$ cat config.mk
export PLATFORM = sky130hd
export DESIGN_NAME = spwtcr_tx_scheduler_flat
export DESIGN_NICKNAME = d
export VERILOG_FILES = /design/src/rtl/spwtcr_tx_scheduler_if.sv /design/src/rtl/spwtcr_tx_scheduler.sv /design/src/flat_wrapper.sv
export SDC_FILE = /design/constraint.sdc
export NUM_CORES = 1
export LEC_CHECK = 0
export ABC_AREA = 1
export BUFFER_PORTS_ARGS = -buffer_cell sky130_fd_sc_hd__buf_2
export CAP_MARGIN = 20
export CELL_PAD_IN_SITES_DETAIL_PLACEMENT = 2
export CELL_PAD_IN_SITES_GLOBAL_PLACEMENT = 2
export CORE_ASPECT_RATIO = 0.6
export CORE_MARGIN = 2
export CORE_UTILIZATION = 30
export CTS_CLUSTER_SIZE = 10
export DETAILED_ROUTE_END_ITERATION = 8
export PLACE_DENSITY = 0.84
export SKIP_LAST_GASP = 1
export SYNTH_ARGS = -nofsm -noshare
export SYNTH_HDL_FRONTEND = slang
export SYNTH_SLANG_ARGS = --single-unit
$ cat constraint.sdc
create_clock -name CLOCK -period 5.1 [get_ports CLOCK]
set_input_delay 0.51 -clock CLOCK [delete_from_list [all_inputs] [get_ports CLOCK]]
set_output_delay 0.51 -clock CLOCK [all_outputs]
set_load 0.01 [all_outputs]
$ cat src/rtl/spwtcr_tx_scheduler_if.sv
// Signal bundle between the SpaceWire TX scheduler and its neighbours:
// RX credit logic, TX FIFO, time-code source and TX encoder.
interface spwtcr_tx_scheduler_if;
    logic       enableTx;
    logic       runState;
    logic       gotFct;
    logic       tickIn;
    logic [7:0] timeIn;
    logic       sendFctReq;
    logic       sendFctAck;
    logic       fifo_empty;
    logic [8:0] fifo_data;
    logic       fifo_rd;
    logic       txReady;
    logic       txValid;
    logic [1:0] txType;
    logic [8:0] txData;
    logic [6:0] creditTx;
    logic       creditErrTx;
    logic [1:0] dbgState;

    // Encoder handshake: a character transfers on every rising edge where
    // txValid and txReady are both high; txType/txData hold steady while
    // txValid is high and txReady is low.
    modport slave (
        input  enableTx, runState, gotFct, tickIn, timeIn, sendFctReq,
        input  fifo_empty, fifo_data, txReady,
        output sendFctAck, fifo_rd, txValid, txType, txData,
        output creditTx, creditErrTx, dbgState
    );

    modport master (
        output enableTx, runState, gotFct, tickIn, timeIn, sendFctReq,
        output fifo_empty, fifo_data, txReady,
        input  sendFctAck, fifo_rd, txValid, txType, txData,
        input  creditTx, creditErrTx, dbgState
    );
endinterface

$ cat src/rtl/spwtcr_tx_scheduler.sv
// SpaceWire transmit character scheduler: picks time-code, FCT, N-Char or NULL
// for each slot and tracks the transmit credit granted by received FCTs.
module spwtcr_tx_scheduler #(
    parameter int MAX_CREDIT = 56,
    parameter int FCT_CREDIT = 8
) (
    input  logic                  CLOCK,
    input  logic                  RESET,
    spwtcr_tx_scheduler_if.slave  bus
);

    typedef enum logic [1:0] {
        S_OFF    = 2'd0,
        S_SELECT = 2'd1,
        S_HOLD   = 2'd2
    } state_t;

    localparam logic [1:0] T_NULL  = 2'b00;
    localparam logic [1:0] T_FCT   = 2'b01;
    localparam logic [1:0] T_NCHAR = 2'b10;
    localparam logic [1:0] T_TIME  = 2'b11;

    state_t     r_state;
    state_t     w_next;
    logic [1:0] w_sel_type;
    logic       w_fifo_rd;
    logic       w_done;
    logic       w_dec;
    logic [7:0] w_sum;

    logic [1:0] r_tx_type;
    logic [8:0] r_tx_data;
    logic [6:0] r_credit;
    logic       r_cred_err;
    logic       r_tick_pend;
    logic [7:0] r_time;

    // A transfer only counts while enabled; a held character is dropped on disable.
    assign w_done = (r_state == S_HOLD) && bus.txReady && bus.enableTx;
    assign w_dec  = w_done && (r_tx_type == T_NCHAR);

    always_ff @(posedge CLOCK) begin
        if (RESET) begin
            r_state <= S_OFF;
        end else begin
            r_state <= w_next;
        end
    end

    always_comb begin
        w_next     = r_state;
        w_sel_type = T_NULL;
        w_fifo_rd  = 1'b0;
        case (r_state)
            S_OFF: begin
                if (bus.enableTx) begin
                    w_next = S_SELECT;
                end
            end
            S_SELECT: begin
                if (r_tick_pend && bus.runState) begin
                    w_sel_type = T_TIME;
                end else if (bus.sendFctReq) begin
                    w_sel_type = T_FCT;
                end else if (bus.runState && !bus.fifo_empty && (r_credit != 7'd0)) begin
                    w_sel_type = T_NCHAR;
                    w_fifo_rd  = 1'b1;
                end
                w_next = S_HOLD;
            end
            S_HOLD: begin
                if (w_done) begin
                    w_next = S_SELECT;
                end
            end
            default: begin
                w_next = S_OFF;
            end
        endcase
        if (!bus.enableTx) begin
            w_next    = S_OFF;
            w_fifo_rd = 1'b0;
        end
    end

    always_ff @(posedge CLOCK) begin
        if (RESET || (w_next == S_OFF)) begin
            r_tx_type <= T_NULL;
            r_tx_data <= 9'd0;
        end else if (r_state == S_SELECT) begin
            r_tx_type <= w_sel_type;
            case (w_sel_type)
                T_TIME:  r_tx_data <= {1'b0, r_time};
                T_NCHAR: r_tx_data <= bus.fifo_data;
                default: r_tx_data <= 9'd0;
            endcase
        end
    end

    // A new tick wins over clearing, so a tick landing on completion re-arms.
    always_ff @(posedge CLOCK) begin
        if (RESET) begin
            r_tick_pend <= 1'b0;
            r_time      <= 8'd0;
        end else if (!bus.enableTx || (r_state == S_OFF)) begin
            r_tick_pend <= 1'b0;
        end else if (bus.tickIn) begin
            r_tick_pend <= 1'b1;
            r_time      <= bus.timeIn;
        end else if (w_done && (r_tx_type == T_TIME)) begin
            r_tick_pend <= 1'b0;
        end
    end

    assign w_sum = 8'(r_credit)
                 + (bus.gotFct ? 8'(FCT_CREDIT) : 8'd0)
                 - (w_dec ? 8'd1 : 8'd0);

    always_ff @(posedge CLOCK) begin
        if (RESET || !bus.enableTx || (r_state == S_OFF)) begin
            r_credit   <= 7'd0;
            r_cred_err <= 1'b0;
        end else if (w_sum > 8'(MAX_CREDIT)) begin
            r_cred_err <= 1'b1;
        end else begin
            r_credit <= w_sum[6:0];
        end
    end

    assign bus.txValid     = (r_state == S_HOLD);
    assign bus.txType      = r_tx_type;
    assign bus.txData      = r_tx_data;
    assign bus.fifo_rd     = w_fifo_rd;
    assign bus.sendFctAck  = w_done && (r_tx_type == T_FCT);
    assign bus.creditTx    = r_credit;
    assign bus.creditErrTx = r_cred_err;
    assign bus.dbgState    = r_state;

endmodule

$ cat src/flat_wrapper.sv
// flat-port wrapper written by rule: the top's interface ports become plain ports
module spwtcr_tx_scheduler_flat 
#(
    parameter int MAX_CREDIT = 56,
    parameter int FCT_CREDIT = 8
)
  (CLOCK, RESET, bus_enableTx, bus_runState, bus_gotFct, bus_tickIn, bus_timeIn, bus_sendFctReq, bus_fifo_empty, bus_fifo_data, bus_txReady, bus_sendFctAck, bus_fifo_rd, bus_txValid, bus_txType, bus_txData, bus_creditTx, bus_creditErrTx, bus_dbgState);
  spwtcr_tx_scheduler_if bus_i ();
  input  logic CLOCK;
  input  logic RESET;
  input wire logic [$bits(bus_i.enableTx)-1:0] bus_enableTx;
  input wire logic [$bits(bus_i.runState)-1:0] bus_runState;
  input wire logic [$bits(bus_i.gotFct)-1:0] bus_gotFct;
  input wire logic [$bits(bus_i.tickIn)-1:0] bus_tickIn;
  input wire logic [$bits(bus_i.timeIn)-1:0] bus_timeIn;
  input wire logic [$bits(bus_i.sendFctReq)-1:0] bus_sendFctReq;
  input wire logic [$bits(bus_i.fifo_empty)-1:0] bus_fifo_empty;
  input wire logic [$bits(bus_i.fifo_data)-1:0] bus_fifo_data;
  input wire logic [$bits(bus_i.txReady)-1:0] bus_txReady;
  output wire logic [$bits(bus_i.sendFctAck)-1:0] bus_sendFctAck;
  output wire logic [$bits(bus_i.fifo_rd)-1:0] bus_fifo_rd;
  output wire logic [$bits(bus_i.txValid)-1:0] bus_txValid;
  output wire logic [$bits(bus_i.txType)-1:0] bus_txType;
  output wire logic [$bits(bus_i.txData)-1:0] bus_txData;
  output wire logic [$bits(bus_i.creditTx)-1:0] bus_creditTx;
  output wire logic [$bits(bus_i.creditErrTx)-1:0] bus_creditErrTx;
  output wire logic [$bits(bus_i.dbgState)-1:0] bus_dbgState;
  assign bus_i.enableTx = bus_enableTx;
  assign bus_i.runState = bus_runState;
  assign bus_i.gotFct = bus_gotFct;
  assign bus_i.tickIn = bus_tickIn;
  assign bus_i.timeIn = bus_timeIn;
  assign bus_i.sendFctReq = bus_sendFctReq;
  assign bus_i.fifo_empty = bus_fifo_empty;
  assign bus_i.fifo_data = bus_fifo_data;
  assign bus_i.txReady = bus_txReady;
  assign bus_sendFctAck = bus_i.sendFctAck;
  assign bus_fifo_rd = bus_i.fifo_rd;
  assign bus_txValid = bus_i.txValid;
  assign bus_txType = bus_i.txType;
  assign bus_txData = bus_i.txData;
  assign bus_creditTx = bus_i.creditTx;
  assign bus_creditErrTx = bus_i.creditErrTx;
  assign bus_dbgState = bus_i.dbgState;
  spwtcr_tx_scheduler #(.MAX_CREDIT(MAX_CREDIT), .FCT_CREDIT(FCT_CREDIT)) u_core (.CLOCK(CLOCK), .RESET(RESET), .bus(bus_i));
endmodule
---- Yosys cells after proc, flatten, opt, wreduce, memory -nomap -nowiden ----
Cells that the tools add are included.
operators by class
  $add $sub $neg .......................... 2
  order comparisons ....................... 1
  equality and inequality tests ........... 7
  multiplexer cells ....................... 17
  bitwise operators ....................... 1
  reduce and logical (&&, ||, !) cells .... 20
operators with widths
  cell                number
  $pmux 9 s2          1
  $mux 2              6
  $eq 2x2->1 const B  5
  $add 7x8->8         1
  $gt 8x6->1 const B  1
  $logic_and 1x1->1   8
  $mux 1              8
  $sub 8x8->8         1
  $reduce_bool 7->1   1
  $pmux 2 s3          1
  $eq 2x1->1 const B  2
  $logic_not 2->1     2
  $logic_or 1x1->1    4
  $mux 4              1
  $logic_not 1->1     2
  $reduce_and 2->1    1
  $reduce_bool 2->1   1
  $reduce_or 2->1     1
  $not 1->1           1
storage, ports and cells
  register bits after elaboration ......... 30
  input bits .............................. 26
  output and inout bits ................... 24

---- Longest topological paths before layout ----
Gate-level depths: netlist (run 1).
  word-level depth ........................ 9
  depth in mapped cells ................... 21
  mapped depth without buffers ............ 21

---- Least setup slack after synthesis (run 1) ----
OpenSTA, ideal clock, no wires.
  path type ............................... reg2reg
  start ................................... register u_core.r_state[1] (netlist: u_core.bus.dbgState[1])
  end ..................................... register u_core.r_credit[2] (netlist: u_core.bus.creditTx[2])
  data arrival time ....................... 2.473 ns
  required time ........................... 4.986 ns
  slack ................................... 2.513 ns
  cell stages (with the launch flop) ...... 18
  buffers on the path ..................... 0
  period minus slack after synthesis ...... 2.587 ns
  cell sequence ........................... dfxtp_1 inv_1 nor2_2 nand3_2 nor3_1 ha_1 inv_1 ha_1 inv_1 fa_1 inv_1 nor2_1 a21oi_1 nand3_4 nand3_4 nand2_1 nand2_1 nor2_2
on the way
  longest elaborated chain between the ends .. 7
ends and longest elaborated chain
  element                              line                        text
  start, declared                      spwtcr_tx_scheduler.sv:23   state_t r_state;
  start signal, assigned               spwtcr_tx_scheduler.sv:46   r_state <= w_next;
  $eq 2x2->1 (*)                       --
  net bus_txValid                      flat_wrapper.sv:22          output wire logic [$bits(bus_i.txValid)-1:0] bus_txValid;
  $logic_and 1x1->1 (*) (2 in series)  spwtcr_tx_scheduler.sv:39   assign w_done = (r_state == S_HOLD) && bus.txReady && bus.enableTx;
  $logic_and 1x1->1 (*)                spwtcr_tx_scheduler.sv:40   assign w_dec = w_done && (r_tx_type == T_NCHAR);
  $mux 1 (*)                           spwtcr_tx_scheduler.sv:117  - (w_dec ? 8'd1 : 8'd0);
  $sub 8x8->8 (*)                      spwtcr_tx_scheduler.sv:117
  $gt 8x6->1                           spwtcr_tx_scheduler.sv:123  end else if (w_sum > 8'(MAX_CREDIT)) begin
  end signal, assigned                 spwtcr_tx_scheduler.sv:126  r_credit <= w_sum[6:0];
  end, declared                        spwtcr_tx_scheduler.sv:33   logic [6:0] r_credit;
The timed path passes the listed nets; every way through them passes the cells marked *.
A chain may end at the register's enable or synchronous reset.

---- Worst setup path in the final report (run 1) ----
  start ................................... register u_core.r_state[1] (netlist: u_core.bus.dbgState[1])
  end ..................................... register u_core.r_credit[5] (netlist: u_core.bus.creditTx[5])
on the way
  longest elaborated chain between the ends .. 7
ends and longest elaborated chain
  element                          line
  $eq 2x2->1                       spwtcr_tx_scheduler.sv:39
  $logic_and 1x1->1 (2 in series)  spwtcr_tx_scheduler.sv:39
  $logic_and 1x1->1                spwtcr_tx_scheduler.sv:40
  $mux 1                           spwtcr_tx_scheduler.sv:117
  $sub 8x8->8                      spwtcr_tx_scheduler.sv:117
  $gt 8x6->1                       spwtcr_tx_scheduler.sv:123
Parallel ways exist; a longest one is shown, timed or not.

==> run metrics, run 1 <==
CTS tree=yes; setup bufs post-CTS=0; Initial Util=0.312; gpl congestion=0.820; DR WL/cell=16.0 um; Worst slew margin=0.618; CP Cell Sequence=inv_1, nor2_2, nand3_2, nor3_1, ha_1, inv_1, ha_1, inv_1, fa_1, inv_1, nor2_1, a21oi_1, nand3_4, nand3_4, nand2_1, nand2_1, nor2_2; RSZ-0062 raised after global routing=false; Area Growth Syn to Fin=24.9%; DRC Markers=0; worst setup margin=2.22 ns; via/cell ratio=4.64; layout cells sized above 1=0.307; number of nets in the layout=335; # rows=21; crit path max-delay cell type=fa_1; HPWL after DPL=4660 um; antenna cells=0; fin crit share=0.565; Synth cell types=29; Critical Path Max Stage Delay=0.41 ns; Avg Synthesized Cell Area=7.12 sq um; Synth Register Bits=30; element type at the critical path end=flop; Data required, critical path=5.28 ns; worst-case clock buffer depth=2; sequential area share after synthesis=0.346; Final setup viols=0; type of origin of the critical path=flop; pin count of the biggest net entering global routing=15; IO Pins=50; share of the synthesized area in the top cell type=0.346; root buf cell=clkbuf_8; Worst-Skew Late Latency=0.29 ns; Pre-antenna DRT Iters=4; Tmin final=2.88 ns; Worst EP arrival=3.06 ns; first-pass GRT wire length=9950 um; post-CTS sizing=0; routed wire length=6070 um; vias post-DR=1764; Worst-path clk slew=0.08 ns; Cells after Synth=244; Hold-fix buffers, CTS=0; setup TNS=0 ns; core area=0.00557 sq mm; achievable frequency=347 MHz; die width=102 um; most frequent cells in the layout=49 x nand2_1, 49 x buf_2, 35 x nor2_1, 33 x inv_1, 30 x dfxtp_1; outcome=finished clean; Ys Warns=0; pwr dens=256 mW/mm^2; Overflow after GRT=0; Die ar.=0.00644 sq mm; # clock sinks=30; number of max-cap violations=0; Cell Area, Synth=0.00174 sq mm; Crit Path Category=flop to flop; M1 wire length=3210 um; static leakage=1.09 nW; met3 WL=213 um; CTS Buf Count=5; antenna violation net count after detailed routing=0; Final Hold Vio Count=0; worst clock skew=0.0127 ns; CP Max Fanout=9; # port buffers=49; DR iter-0 viols=63; total power=0.000557 W; Slew Viols, Final=0; Synth area leaders=dfxtp_1 35%, nand2_1 11%, nor2_1 7.6%, inv_1 7.1%, nand3_1 6.6%; Max H-tree Level=2; Mapped Nets=280; Tightest Pin Transition=0.572 ns; routed wl met2=2580 um; pre-CTS WS=2.34 ns; Total Routing Usage GR=0.205; antenna violations before repair=0; VDD IR-drop max=90.9 uV; top sig layer=met4; cell accounting for the most synthesized area=dfxtp_1; Critical Path Most Common Cell=inv_1; Hold Crit Class=primary input to flop; Die Height=63.0 um; vias in the first global route=1863
## state kept, by name (all words and copies together) (netlist names)
name and count:
u_core.bus.txData 9, u_core.r_time 8, u_core.bus.creditTx 7, u_core.bus.dbgState 2, u_core.bus.txType 2, u_core.bus.creditErrTx 1, u_core.r_tick_pend 1
## worst max-delay path, delay by kind of cell (launching register included)
family	cells	cell delay (ns)
and+or+nand+nor	9	1.04
adders and majority gates	3	0.79
DFF	1	0.40
buffers and inverters	4	0.29
AOI/OAI and AO/OA	1	0.24
## final cells by class
cell class / count / area, sq um
clock inverter: 1 / 5.00
fill: 700 / 3400
tap: 80 / 100
sequential: 30 / 601
multi-input combinational: 173 / 983
timing repair buffer: 49 / 245
clock buffer: 7 / 86.3
inverter: 40 / 150
## per-stage QoR
stage,cells,area [sq um],hold WS (ns),utilization
2_1_floorplan,244,1740,0.447,-
3_3_place_gp,372,2080,0.450,0.373
3_5_place_dp,372,2080,0.479,0.373
4_1_cts,380,2170,0.449,0.390
5_1_grt,380,2170,0.463,0.390
6_report,380,2170,0.453,0.390
## logic make-up (layout without fill, tap and decap cells)
family,Yosys count,after routing,share of synthesized area
AO/OA/AOI/OAI,28,28,0.0972
XOR/XNOR,1,1,0.00504
adder cells (fa/ha/maj),10,10,0.0763
buffers and inverters,41,97,0.0886
flip-flops,30,30,0.346
AND/OR/NAND/NOR,134,134,0.387
## report_power, final
group / leakage (nW) / internal (W) / switching (W)
clock network: 0.0482 / 0.000109 / 0.0000965
registers: 0.243 / 0.000239 / 0.00000495
logic: 0.800 / 0.0000375 / 0.0000695
## layer usage
layer  up-vias  track usage
li1        886            -
met3         7       0.0336
met2        32        0.306
met1       839        0.300
met4         0       0.0600
met5         -            0
## synthesized netlist by cell type
cell type / count
inv_1: 33
a21oi_4: 1
nand2_4: 1
nor2_8: 1
or2_4: 2
a21oi_2: 2
a22oi_1: 1
a31oi_1: 3
inv_2: 7
fa_1: 1
nor2_4: 1
nor3_1: 2
xor2_1: 1
ha_1: 9
nand3_1: 23
nor2_2: 5
o21ai_2: 1
o21ai_0: 10
buf_1: 1
dfxtp_1: 30
nor3_2: 1
nor2_1: 35
nor3_4: 1
nand3_2: 3
nand3_4: 2
o21ai_1: 1
nand2_2: 8
nand2_1: 49
a21oi_1: 9
## final timing paths
path | start | endpoint | slack (ns) | cells after the start
max | u_core.bus.dbgState[1] | u_core.bus.creditTx[5] | 2.22 | 17
min | bus_timeIn[1] | u_core.r_time[1] | 0.45 | 3
max reg2reg | u_core.bus.dbgState[1] | u_core.bus.creditTx[5] | 2.22 | 17
min reg2reg | u_core.bus.txData[1] | u_core.bus.txData[1] | 0.49 | 2
No activity file was read; power rests on OpenSTA's default activity.
==> run 2, diff against run 1 <==
--- a/config.mk
+++ b/config.mk
@@ -5,17 +5,17 @@
 export SDC_FILE = /design/constraint.sdc
 export NUM_CORES = 1
 export LEC_CHECK = 0
-export ABC_AREA = 1
+export ABC_AREA = 0
 export BUFFER_PORTS_ARGS = -buffer_cell sky130_fd_sc_hd__buf_2
 export CAP_MARGIN = 20
 export CELL_PAD_IN_SITES_DETAIL_PLACEMENT = 2
 export CELL_PAD_IN_SITES_GLOBAL_PLACEMENT = 2
 export CORE_ASPECT_RATIO = 0.6
 export CORE_MARGIN = 2
-export CORE_UTILIZATION = 30
+export CORE_UTILIZATION = 26
 export CTS_CLUSTER_SIZE = 10
 export DETAILED_ROUTE_END_ITERATION = 8
-export PLACE_DENSITY = 0.84
+export PLACE_DENSITY = 0.74
 export SKIP_LAST_GASP = 1
 export SYNTH_ARGS = -nofsm -noshare
 export SYNTH_HDL_FRONTEND = slang
==> constraint.sdc (replaced) <==
create_clock -name CLOCK -period 2.5 [get_ports CLOCK]
set_input_delay 0.25 -clock CLOCK [delete_from_list [all_inputs] [get_ports CLOCK]]
set_output_delay 0.25 -clock CLOCK [all_outputs]
set_load 0.01 [all_outputs]
==> run 2 against run 1 <==
Compared with the run above:
- the run now ends with negative setup slack left
- sequential share of layout area down 2.1 points
- combinational power up 64%
- area after synthesis is 8.9% lower
- register-to-register slack got worse by 2.6 ns
- clock-buffer cell count unchanged
- first-iteration DRC count grew 62%
==> run metrics, run 2 <==
Synth area leaders=dfxtp_1 38%, mux2i_1 8.2%, ha_1 7.1%, nor2_1 5.7%, a222oi_1 4.4%; most frequent cells in the layout=49 x buf_2, 28 x dfxtp_1, 26 x buf_4, 24 x nor2_1, 14 x inv_1; Hold EP=u_core.r_time[1]; Worst EP arrival=3.08 ns; pin count of the biggest net entering global routing=12; Critical Path Max Stage Delay=0.43 ns; Slew Viols, Final=0; routed wl met2=3000 um; Post-synth EDFFs=0; fin crit share=1.15; Tightest Pin Transition=0.789 ns; R2R Path End=u_core.bus.creditTx[0]; pre-CTS WS=-0.466 ns; Seq. cell area=606 sq um; Cells after Synth=174; Min-Delay Path Depth=3; placed insts=318; Mapped Nets=210; Final setup viols=8; Pre-antenna DRT Iters=4; sequential area share after synthesis=0.379; layout cells sized above 1=0.407; Ys Warns=0; first-pass GRT wire length=9840 um; IO Pins=50; ys flop type=dfxtp_1; Overflow after GRT=0; max FFs per register=9; setup TNS=-2.57 ns; HPWL after DPL=4470 um; Synth Register Bits=30; Die ar.=0.00675 sq mm; failing checks=negative setup slack; root buf cell=clkbuf_8; Avg Synthesized Cell Area=9.10 sq um; gpl congestion=0.814; Initial Util=0.277; number of max-cap violations=0; Area Growth Syn to Fin=49.4%; met3 WL=321 um; core area=0.00573 sq mm; # port buffers=49; R2R depth=12; number of nets in the layout=288; DRC Markers=0; M1 wire length=3100 um; CP Cell Sequence=nor2b_4, and3_4, and3b_1, ha_2, inv_2, ha_4, buf_6, a211o_1, a2111o_1, o311ai_4, o311a_4, mux2i_1; cell accounting for the most synthesized area=dfxtp_1; pwr dens=499 mW/mm^2; # rows=21; Hold Path Origin=bus_timeIn[1]; commonest non-fill, non-tap cell in the layout=buf_2; CTS tree=yes; CTS Buf Count=5; Total Routing Usage GR=0.194; multi-input logic area=0.00102 sq mm; total power=0.00118 W; crit path max-delay cell type=a2111o_1; Tmin final=2.87 ns; DR iter-0 viols=102; die width=105 um; # clock sinks=30; R2R Setup Slk=-0.37 ns; Worst R2R Start=u_core.bus.dbgState[1]; top-count cell post-synth=dfxtp_1; worst clock skew=0.00816 ns; Worst-Skew Late Latency=0.29 ns; Hold Crit Class=primary input to flop; worst setup margin=-0.371 ns; RSZ-0062 raised after global routing=true; antenna cells=0; Synth cell types=43; outcome=complete, but fails checks; fillers=648; antenna violation net count after detailed routing=0; ys async rst share=0; static leakage=1.12 nW; crit path from=u_core.bus.dbgState[1]; element type at the critical path end=flop; vias post-DR=1676; Hold-fix buffers, CTS=0; type of origin of the critical path=flop; Crit Path Category=flop to flop; Worst-path clk slew=0.07 ns; Cell Area, Synth=0.00158 sq mm; CP Max Fanout=8; routed wire length=6420 um; antenna violations before repair=0; DR WL/cell=19.3 um; vias in the first global route=1806; worst-case clock buffer depth=2; share of the synthesized area in the top cell type=0.379; Worst slew margin=0.472; Data required, critical path=2.71 ns; via/cell ratio=5.03; top sig layer=met3; Die Height=64.5 um; synth cell count leaders=30 x dfxtp_1, 24 x nor2_1, 16 x inv_1; Layout Cells excl Fill=333; Final Hold Vio Count=0; VDD IR-drop max=301 uV; Max H-tree Level=2; hold slack=0.196 ns; achievable frequency=348 MHz
## run 2: cell count changes after synthesis, moves of 7 or more
cell and change:
a222oi_1 +7, inv_1 -17, inv_2 -7, mux2i_1 +13, nand2_1 -40, nand2_2 -8
nand3_1 -21, nor2_1 -11, o21ai_0 -8
## run 2: through the flow
step	instance area [sq um]	util
finish	2370	0.413
floorplan	1620	-
CTS	2310	0.403
detailed placement	2090	0.365
global route	2370	0.413
global placement	2090	0.365
## run 2: worst max path at each step
stage / endpoint / slack [ns] / cells after the start
2_1_floorplan: u_core.bus.creditTx[5] / -0.20 / 14
4_1_cts: u_core.bus.creditTx[5] / -0.30 / 13
6_report: u_core.bus.creditTx[0] / -0.37 / 12
3_5_place_dp: u_core.bus.creditTx[1] / -0.47 / 13
3_3_place_gp: u_core.bus.creditTx[0] / -0.33 / 13
5_1_grt: u_core.bus.creditTx[1] / -0.45 / 12
## run 2: area by class of cell
class | count | share of cell area
clock buffers | 7 | 0.0365
inverters | 16 | 0.0254
well taps | 80 | 0.0423
clock inverters | 1 | 0.0127
repair buffers | 77 | 0.196
multi-input cells | 122 | 0.432
flip-flops and latches | 30 | 0.256
## run 2: where the power goes
group	switching (W)	total (W)	internal, W
Sequential	0.00000551	0.000490	0.000484
Clock	0.000190	0.000515	0.000325
Combinational	0.0000948	0.000176	0.0000815
## run 2: routing by layer
metal,track usage,vias to the layer above
met3,0.0483,0
met2,0.316,38
li1,-,781
met5,0,-
met4,0.0450,0
met1,0.260,857
## run 2: repair_timing
| item | CTS | global route |
|---|---|---|
| pin swaps | 9 | 3 |
| setup endpoints to repair | 8 | 8 |
| buffers inserted | 4 | 3 |
| resized for setup | 10 | 7 |
## run 2: kinds of logic after synthesis
logic type,after synthesis,share of synthesized area
AND/OR/NAND/NOR,60,0.204
adder cells (fa/ha/maj),10,0.0837
buffers and inverters,22,0.0585
flip-flops,30,0.379
XOR/XNOR,3,0.0166
AO/OA/AOI/OAI,36,0.176
multiplexers,13,0.0821
## run 2: critical path: cells and delay by family (launching register included)
family,cells,cell delay [ns]
buffers and inverters,2,0.15
multiplexers,1,0.24
AND/OR/NAND/NOR,3,0.51
flip-flops,1,0.35
adder cells (fa/ha/maj),2,0.36
AO/OA/AOI/OAI,4,1.18
==> run 3, diff against run 2 <==
--- a/config.mk
+++ b/config.mk
@@ -12,10 +12,10 @@
 export CELL_PAD_IN_SITES_GLOBAL_PLACEMENT = 2
 export CORE_ASPECT_RATIO = 0.6
 export CORE_MARGIN = 2
-export CORE_UTILIZATION = 26
+export CORE_UTILIZATION = 31
 export CTS_CLUSTER_SIZE = 10
 export DETAILED_ROUTE_END_ITERATION = 8
-export PLACE_DENSITY = 0.74
+export PLACE_DENSITY = 0.82
 export SKIP_LAST_GASP = 1
 export SYNTH_ARGS = -nofsm -noshare
 export SYNTH_HDL_FRONTEND = slang
==> constraint.sdc (replaced) <==
create_clock -name CLOCK -period 3.35 [get_ports CLOCK]
set_input_delay 0.335 -clock CLOCK [delete_from_list [all_inputs] [get_ports CLOCK]]
set_output_delay 0.335 -clock CLOCK [all_outputs]
set_load 0.01 [all_outputs]
==> run 3 against run 2 <==
Compared with the run above:
- combinational power fell by 49%
- via count fell by 11%
- the run now ends clean
- maximum frequency decreased by 7.9%
- clock skew fell by 0.0011 ns
- worst hold slack better by 0.089 ns
- utilization down 1.2 points
==> run metrics, run 3 (same netlist as run 2, synthesis figures left out) <==
outcome=finished clean; die width=96.3 um; worst-case clock buffer depth=2; DR iter-0 viols=82; number of buffers and inverters on the critical path=2; vias post-DR=1489; Critical Path Max Stage Delay=0.52 ns; core area=0.00498 sq mm; Worst EP arrival=3.30 ns; Overflow after GRT=0; Die ar.=0.00572 sq mm; achievable frequency=321 MHz; Slew Viols, Final=0; antenna violations before repair=0; Reg power frac=0.479; HPWL after DPL=4060 um; gpl congestion=0.745; Final setup viols=0; Worst-Skew Late Latency=0.28 ns; via/cell ratio=5.06; type of origin of the critical path=flop; vias in the first global route=1515; # clock sinks=30; CTS Buf Count=5; setup bufs post-CTS=0; Tightest Pin Transition=0.584 ns; Crit Path Category=flop to flop; first-pass GRT wire length=7890 um; total power=0.000763 W; CTS tree=yes; VDD IR-drop max=193 uV; crit path max-delay cell type=o311a_2; CP Cell Sequence=nor2b_1, and3_1, and3b_1, ha_1, inv_1, ha_1, inv_1, fa_1, nand2b_1, a21oi_1, xor2_1, o311a_2, o211a_1; setup TNS=0 ns; Cell Int Power=0.000565 W; Worst-path clk slew=0.07 ns; antenna cells=0; DRC Markers=0; Max H-tree Level=2; commonest non-fill, non-tap cell in the layout=buf_2; number of max-cap violations=0; pre-CTS WS=0.205 ns; static leakage=0.952 nW; max FFs per register=9; most frequent cells in the layout=49 x buf_2, 30 x dfxtp_1, 24 x nor2_1, 16 x inv_1, 13 x mux2i_1; placed insts=286; cell family with most CP delay=compound AO/OA/AOI/OAI gates; worst clock skew=0.00706 ns; fin crit share=0.930; Hold-fix buffers, CTS=0; pin count of the biggest net entering global routing=17; # rows=20; Clock Power Share=0.403; Combinational Power Share=0.118; DR WL/cell=17.1 um; Initial Util=0.318; CP Max Fanout=8; element type at the critical path end=flop; switch share=0.259; # port buffers=49; antenna violation net count after detailed routing=0; Die Height=59.4 um; RSZ-0062 raised after global routing=false; Total Routing Usage GR=0.192; IO Pins=50; Data required, critical path=3.53 ns; routed wire length=5040 um; pwr dens=382 mW/mm^2; Final Hold Vio Count=0; Pre-antenna DRT Iters=5; Area Growth Syn to Fin=26.1%; Hold Crit Class=primary input to flop; layout cells sized above 1=0.281; root buf cell=clkbuf_8; number of nets in the layout=263; worst setup margin=0.233 ns; Layout Cells excl Fill=294; final core utilization=0.401; sw power=0.000198 W; Worst slew margin=0.610; post-CTS sizing=0; Tmin final=3.12 ns
==> run 3: changes by cell type in the layout (fill, tap and decap cells not counted), sizes merged <==
cell,delta
clkinv,+1
buf,-25
bufinv,-1
clkinvlp,+1
clkbuf,-1
==> run 3: final timing paths <==
| kind | startpoint | to | slack, ns | cells after the start |
|---|---|---|---|---|
| hold reg to reg | u_core.bus.txData[2] | u_core.bus.txData[2] | 0.48 | 2 |
| setup reg to reg | u_core.bus.dbgState[1] | u_core.bus.creditTx[5] | 0.23 | 13 |
| setup / recovery | u_core.bus.dbgState[1] | u_core.bus.creditTx[5] | 0.23 | 13 |
| hold / removal | bus_timeIn[6] | u_core.r_time[6] | 0.29 | 3 |
==> run 3: layer usage <==
layer,track usage,vias up,wire [um]
li1,-,732,-
met1,0.282,711,2640
met2,0.267,40,2040
met3,0.0700,6,305
met4,0.0408,0,48
met5,0,-,0
==> run 3: power by group through the flow <==
stage | clock (W) | combinational (W) | sequential, W
after CTS | 0.000318 | 0.0000902 | 0.000365
after global placement | 0 | 0.0000874 | 0.000373
after floorplan | 0 | 0.0000558 | 0.000375
after global routing | 0.000338 | 0.000100 | 0.000366
after detailed placement | 0 | 0.0000896 | 0.000374
final | 0.000308 | 0.0000898 | 0.000365
==> run 3: stage by stage <==
stage / hold slack (ns) / instance area (sq um)
finish: 0.285 / 2000
global route: 0.277 / 2000
CTS: 0.280 / 2000
detailed placement: 0.468 / 1900
global placement: 0.446 / 1900
floorplan: 0.455 / 1580
==> run 3: worst reg2reg max path, cell delays in order (launching register included) <==
cell and delay [ns]:
dfxtp_1 0.31, nor2b_1 0.13, and3_1 0.22, and3b_1 0.20, ha_1 0.18, inv_1 0.06
ha_1 0.15, inv_1 0.06, fa_1 0.40, nand2b_1 0.18, a21oi_1 0.23, xor2_1 0.13
o311a_2 0.52, o211a_1 0.23
==> run 3: area by class of cell <==
cell class | count | area [sq um]
Tap cell | 66 | 82.6
Clock buffer | 6 | 82.6
Fill cell | 585 | 2980
Multi-Input combinational cell | 122 | 892
Sequential cell | 30 | 601
Inverter | 16 | 60.1
Timing Repair Buffer | 52 | 268
Clock inverter | 2 | 12.5
